<file path="src/rtl/alu_hilo_divider.sv">
// Iterative restoring divider for DIV/DIVU: LO <= quotient, HI <= remainder.
// One quotient bit per cycle, then a sign-fixup cycle, then a one-cycle done pulse.
module alu_hilo_divider #(
    parameter int DATA_W = 32
) (
    input  logic              clock,
    input  logic              reset,
    input  logic              start,
    input  logic              signed_op,
    input  logic              cancel,
    input  logic [DATA_W-1:0] dividend,
    input  logic [DATA_W-1:0] divisor,
    output logic              busy,
    output logic              done,
    output logic [DATA_W-1:0] quotient,
    output logic [DATA_W-1:0] remainder,
    output logic              div_zero
);

    localparam int CNT_W = $clog2(DATA_W);

    // Handshake: start is taken only in IDLE/DONE (sampled with operands); while busy=1
    // start is dropped; done pulses one cycle with results, which then hold until the
    // next accepted start. cancel aborts ITER/FIX without done and without touching results.
    typedef enum logic [1:0] {
        IDLE = 2'd0,
        ITER = 2'd1,
        FIX  = 2'd2,
        DONE = 2'd3
    } state_t;

    state_t state;
    state_t state_nxt;

    logic              accept;
    logic [CNT_W-1:0]  cnt;
    logic [DATA_W-1:0] quo_sh;
    logic [DATA_W-1:0] part;
    logic [DATA_W-1:0] dvsr_mag;
    logic [DATA_W-1:0] dvd_raw;
    logic              q_neg;
    logic              r_neg;
    logic              zero_div;

    logic [DATA_W:0]   part_sh;
    logic [DATA_W:0]   trial;
    logic              borrow;
    logic [DATA_W-1:0] q_fix;
    logic [DATA_W-1:0] r_fix;

    function automatic logic [DATA_W-1:0] magnitude(input logic [DATA_W-1:0] v,
                                                    input logic              is_signed);
        return (is_signed && v[DATA_W-1]) ? -v : v;
    endfunction

    assign accept = start && ((state == IDLE) || (state == DONE));

    always_ff @(posedge clock or posedge reset) begin
        if (reset) begin
            state <= IDLE;
        end else begin
            state <= state_nxt;
        end
    end

    always_comb begin
        state_nxt = state;
        busy      = 1'b0;
        done      = 1'b0;
        case (state)
            IDLE: begin
                if (accept) state_nxt = ITER;
            end
            ITER: begin
                busy = 1'b1;
                if (cancel)                   state_nxt = IDLE;
                else if (cnt == '0)           state_nxt = FIX;
            end
            FIX: begin
                busy      = 1'b1;
                state_nxt = cancel ? IDLE : DONE;
            end
            DONE: begin
                done      = 1'b1;
                state_nxt = accept ? ITER : IDLE;
            end
            default: state_nxt = IDLE;
        endcase
    end

    // Restoring step: shift next dividend bit into the partial remainder and trial-subtract.
    // The partial remainder is always below the divisor, so bit DATA_W of the difference
    // is set exactly when the subtraction borrows.
    always_comb begin
        part_sh = {part, quo_sh[DATA_W-1]};
        trial   = part_sh - {1'b0, dvsr_mag};
        borrow  = trial[DATA_W];
    end

    always_comb begin
        q_fix = q_neg ? -quo_sh : quo_sh;
        r_fix = r_neg ? -part : part;
        if (zero_div) begin
            q_fix = '1;
            r_fix = dvd_raw;
        end
    end

    always_ff @(posedge clock or posedge reset) begin
        if (reset) begin
            cnt      <= '0;
            quo_sh   <= '0;
            part     <= '0;
            dvsr_mag <= '0;
            dvd_raw  <= '0;
            q_neg    <= 1'b0;
            r_neg    <= 1'b0;
            zero_div <= 1'b0;
        end else if (accept) begin
            cnt      <= CNT_W'(DATA_W - 1);
            quo_sh   <= magnitude(dividend, signed_op);
            part     <= '0;
            dvsr_mag <= magnitude(divisor, signed_op);
            dvd_raw  <= dividend;
            q_neg    <= signed_op && (dividend[DATA_W-1] ^ divisor[DATA_W-1]);
            r_neg    <= signed_op && dividend[DATA_W-1];
            zero_div <= (divisor == '0);
        end else if (state == ITER) begin
            part     <= borrow ? part_sh[DATA_W-1:0] : trial[DATA_W-1:0];
            quo_sh   <= {quo_sh[DATA_W-2:0], ~borrow};
            cnt      <= cnt - CNT_W'(1);
        end
    end

    // Results change only on the edge into DONE; a cancel in FIX leaves them untouched.
    always_ff @(posedge clock or posedge reset) begin
        if (reset) begin
            quotient  <= '0;
            remainder <= '0;
            div_zero  <= 1'b0;
        end else if ((state == FIX) && !cancel) begin
            quotient  <= q_fix;
            remainder <= r_fix;
            div_zero  <= zero_div;
        end
    end

endmodule

</file>
<file path="config.mk">
export PLATFORM = sky130hd
export DESIGN_NAME = alu_hilo_divider
export DESIGN_NICKNAME = d
export VERILOG_FILES = /design/src/rtl/alu_hilo_divider.sv
export SDC_FILE = /design/constraint.sdc
export NUM_CORES = 1
export LEC_CHECK = 0
export BUFFER_PORTS_ARGS = -buffer_cell sky130_fd_sc_hd__buf_2
export CORE_MARGIN = 2
export CORE_UTILIZATION = 50
export CTS_BUF_LIST = sky130_fd_sc_hd__clkbuf_4 sky130_fd_sc_hd__clkbuf_8
export CTS_CLUSTER_DIAMETER = 60
export CTS_CLUSTER_SIZE = 14
export DETAILED_ROUTE_END_ITERATION = 10
export PLACE_DENSITY = 0.69
export SETUP_SLACK_MARGIN = 0.05
export SYNTH_ARGS = -nofsm -noshare
export SYNTH_HDL_FRONTEND = slang
export SYNTH_SLANG_ARGS = --single-unit
</file>
<file path="constraint.sdc">
create_clock -name clock -period 10.2 [get_ports clock]
set_input_delay 1.53 -clock clock [delete_from_list [all_inputs] [get_ports clock]]
set_output_delay 1.53 -clock clock [all_outputs]
set_load 0.01 [all_outputs]
</file>
==> impl_results.md <==
* Vias after detailed routing at 10.7k
* # setup viols final at 0
* TritonCTS clock tree: done
* Worst min-delay path category: flop to flop
* Cell with the largest stage delay on the worst path: buf_4
* Cell at the root of the clock tree: clkbuf_8
* Number of gates resized after CTS at 0
* Number of H-tree branching levels at 1
* Detail-routed net length per standard cell at 15.5 um
* Buffers and inverters on the worst path at 2
* Cell depth of the worst flop-to-flop path at 13
* Number of nets with antenna violations after routing at 0
* Row cnt at 58
* Count of clock tree sinks at around 200
* Sort of element at the end of the critical path: flop
* Worst endpoint data arrival time at 4.21 ns
* Worst setup path startpoint: quo_sh[31]
* Net count reported at finish at 1736
* Filler Cell Count at 2372
* EDFF count, synth at 0
* Netlist cell types at around 70
* Peak ir drop on the vdd network at between 100 and 150 uV
* Period Utilization, post-route at 0.366
* Post-synthesis register bit count at 203
* Longest individual stage delay on the worst path at 0.49 ns
* Status: finished clean
* Io pins at 136
* Post-synthesis area per instance at 8.40 sq um
* Unrepaired setup endpoints after global routing: no
* Critical path's most frequent cell: a21oi_1
* Setup TNS at 0 ns
* Setup fix buffers added after clock tree synthesis at 0
* Die span in y at 165 um
* Via/cell ratio at between 5 and 6
* Global-route usage over all layers at 0.223
* Primary FF master, synth: dfrtp_1
* Beginning of the worst register-to-register path: quo_sh[31]
* Period minus WS final at 3.73 ns
* Worst max-slew margin expressed relative to the limit at 0.130
* Ys Warns at 0
* Capture instance of the worst register-to-register path: part[12]
* Share of async-settable or async-resettable flops after synthesis at 1.00
* Maximum number of pins on one net before global-route repair at 128
* Iteration-0 DRC count of the detailed router at 766
* Path length in cells of the critical path at 13
* Critical path data required time at 10.67 ns
* Wire length of the first global-routing pass at 49.5 mm
* Nature of the critical path startpoint: flop
* Via count of the first global-routing pass at 9717
* Clk buf depth at 3
* Initial Util at 0.512
* Maximum fanout encountered on the critical timing path at 36
* Maximum operating frequency at 0.268 GHz
* Die Span X at 165 um
* Maximum Capacitance Violations at 0
* Area overhead of the layout relative to synthesis at 9.89%
* Core Region at 0.0253 sq mm
* Number of port buffers at 135
* Routability Congestion at between 0.8 and 0.9
* Share of the core filled with cells in the final layout at 0.563
* Number of detailed-routing iterations run before antenna repair at 6
* Post-route DRC violation count at 0
* Post-Route Skew at approximately 0.015 ns
* Syn nets at 1659
* Final Total Pwr at approximately 5.4 mW
* Clock network latency to the later pin of the worst-skew pair at 0.56 ns
* P per Cell Area at roughly 380 mW/mm^2
* Kind of cell adding the most delay to the critical path: compound AO/OA/AOI/OAI gates
* Number of buffers inserted by hold repair at cts at 0
* Placed wire-length estimate after detailed placement at 22.0 mm
* DRT Wirelength at about 30 mm
* Share of final-layout standard cells stronger than drive strength 1 at 0.126
* Antenna violations before repair at 1
* Most Crowded Layer GR: met2
* Category of the critical setup timing path: flop to flop
* Gate Count Post-Synth at 1546
* TritonCTS Buffers at 21
* Full die area at 0.0273 sq mm
* Post-Syn Area at 0.0130 sq mm
* Clock-pin transition on the worst setup and hold timing paths at 0.09 ns
* GR Layer Usage met3 at 0.0267
* Overflow left after global routing at 0
* End point of the critical path: part[12]
* Final count of hold timing violations at 0
* Worst Max-Slew Pin Slew at 1.30 ns
* Leakage power at ~6.5 nW
* Flop2flop setup slack at 6.47 ns
* Critical-path cell list: inv_1, ha_1, fa_1, nand2b_1, a21oi_1, o21ai_0, o21ai_2, a21oi_2, o2bb2ai_2, xnor2_4, buf_4, mux2_1, a21oi_1
* Post-synthesis sequential area ratio at 0.391
* Met2 Usage GRT at 0.360
* Met1 usage in global routing at 0.318
* Number of max-slew violations in the final report at 0
==> how the worst min path moves through the flow <==
stage / from / end / cells past startpoint
2_1_floorplan: dvd_raw[30] / dvd_raw[30] / 2
3_3_place_gp: dvd_raw[30] / dvd_raw[30] / 2
3_5_place_dp: quotient[31] / quotient[31] / 2
4_1_cts: dvd_raw[31] / dvd_raw[31] / 2
5_1_grt: dvd_raw[17] / dvd_raw[17] / 2
6_report: dvd_raw[31] / dvd_raw[31] / 2
==> synth_stat cells, types with 3 or more instances <==
cell / number / area, sq um
or3_1: 7 / 43.8
and2_1: 3 / 18.8
a31oi_1: 10 / 62.6
nand4_1: 7 / 43.8
and3_1: 6 / 37.5
nand4b_1: 3 / 26.3
dfrtp_1: 203 / 5080
nor4_2: 3 / 37.5
nand2_1: 265 / 995
nor2b_1: 9 / 56.3
nor4_1: 12 / 75.1
o21a_1: 5 / 37.5
clkbuf_1: 69 / 259
buf_1: 11 / 41.3
mux2i_1: 61 / 611
buf_2: 6 / 30.0
nor3b_1: 4 / 30.0
o21ai_1: 3 / 15.0
xnor2_1: 59 / 517
a21o_1: 11 / 82.6
nor3_1: 20 / 100
a211oi_1: 5 / 37.5
o31ai_1: 28 / 210
o21bai_1: 8 / 60.1
ha_1: 43 / 538
inv_1: 57 / 214
nand2b_1: 24 / 150
nor2_1: 101 / 379
nand3_1: 20 / 100
a21oi_1: 144 / 721
xor2_1: 91 / 797
or2_2: 3 / 18.8
o41ai_1: 9 / 78.8
o21ai_0: 180 / 901
nand3b_1: 6 / 45.0
o211ai_1: 5 / 37.5
or4_1: 3 / 22.5
a21boi_0: 4 / 30.0
==> tightest hold or removal path, cell delays in order (launching register included) <==
cell and delay [ns]:
dfrtp_1 0.35, nand2_1 0.05, nand2_1 0.06
==> cell type report <==
type / count / area [sq um] / area share
Clock buffer: 23 / 304 / 0.0213
Timing Repair Buffer: 143 / 736 / 0.0516
Inverter: 57 / 221 / 0.0155
Sequential cell: 203 / 5080 / 0.356
Antenna cell: 1 / 2.50 / 0.000175
Tap cell: 330 / 413 / 0.0289
Multi-Input combinational cell: 1197 / 7360 / 0.516
Clock inverter: 10 / 145 / 0.0102
==> cell families after synthesis <==
logic type      Yosys count  share of synthesized area
xor+xnor                151                      0.103
mux                      63                     0.0488
fa+ha+maj                44                     0.0430
compound gates          430                      0.190
flops                   203                      0.391
buf+inv                 146                     0.0442
simple gates            509                      0.179
==> state kept, by name, summed over array words and instances (netlist names) <==
register	count
div_zero	1
zero_div	1
q_neg	1
dvsr_mag	32
remainder	32
r_neg	1
state	2
quotient	32
quo_sh	32
part	32
cnt	5
dvd_raw	32
==> per-stage QoR <==
| stage | setup slack [ns] | hold WS (ns) | instances | area, sq um |
|---|---|---|---|---|
| 3_3_place_gp | 6.09 | 0.458 | 1930 | 13800 |
| 3_5_place_dp | 6.01 | 0.462 | 1930 | 13800 |
| 5_1_grt | 6.23 | 0.501 | 1963 | 14300 |
| 4_1_cts | 6.47 | 0.483 | 1963 | 14300 |
| 2_1_floorplan | 3.13 | 0.445 | 1546 | 13000 |
| 6_report | 6.47 | 0.481 | 1964 | 14300 |
==> where the power goes <==
part	leakage [nW]	switching (mW)	internal (mW)
sequential	2.48	0.413	1.21
clock	0.223	0.308	0.282
combinational	3.80	1.81	1.35
==> routing by layer <==
metal / share of wire / routed length [um]
met5: 0 / 0
met4: 0.024 / 739
met3: 0.044 / 1330
met2: 0.45 / 13700
met1: 0.48 / 14700
==> cells in the final DEF, fill, tap and decap left out, types with 4 or more instances in the layout <==
cell type and instances:
a21o_1 11, xor2_1 91, o211ai_1 5, xnor2_1 59
nand3b_1 6, mux2i_1 61, a21oi_1 144, ha_1 42
clkbuf_8 21, nor3_1 20, o31ai_1 28, o41ai_1 9
a31oi_1 10, nand4_1 7, o21bai_1 8, o21a_1 5
nand2b_1 22, nor2_1 100, a21boi_0 4, o21ai_0 180
a211oi_1 5, nor4_1 12, inv_1 56, buf_2 135
nor2b_1 7, or3_1 7, dfrtp_1 202, nor3b_1 4
nand3_1 20, nand2_1 265, buf_4 8, and3_1 6
Power figures use the tool's default switching activity.
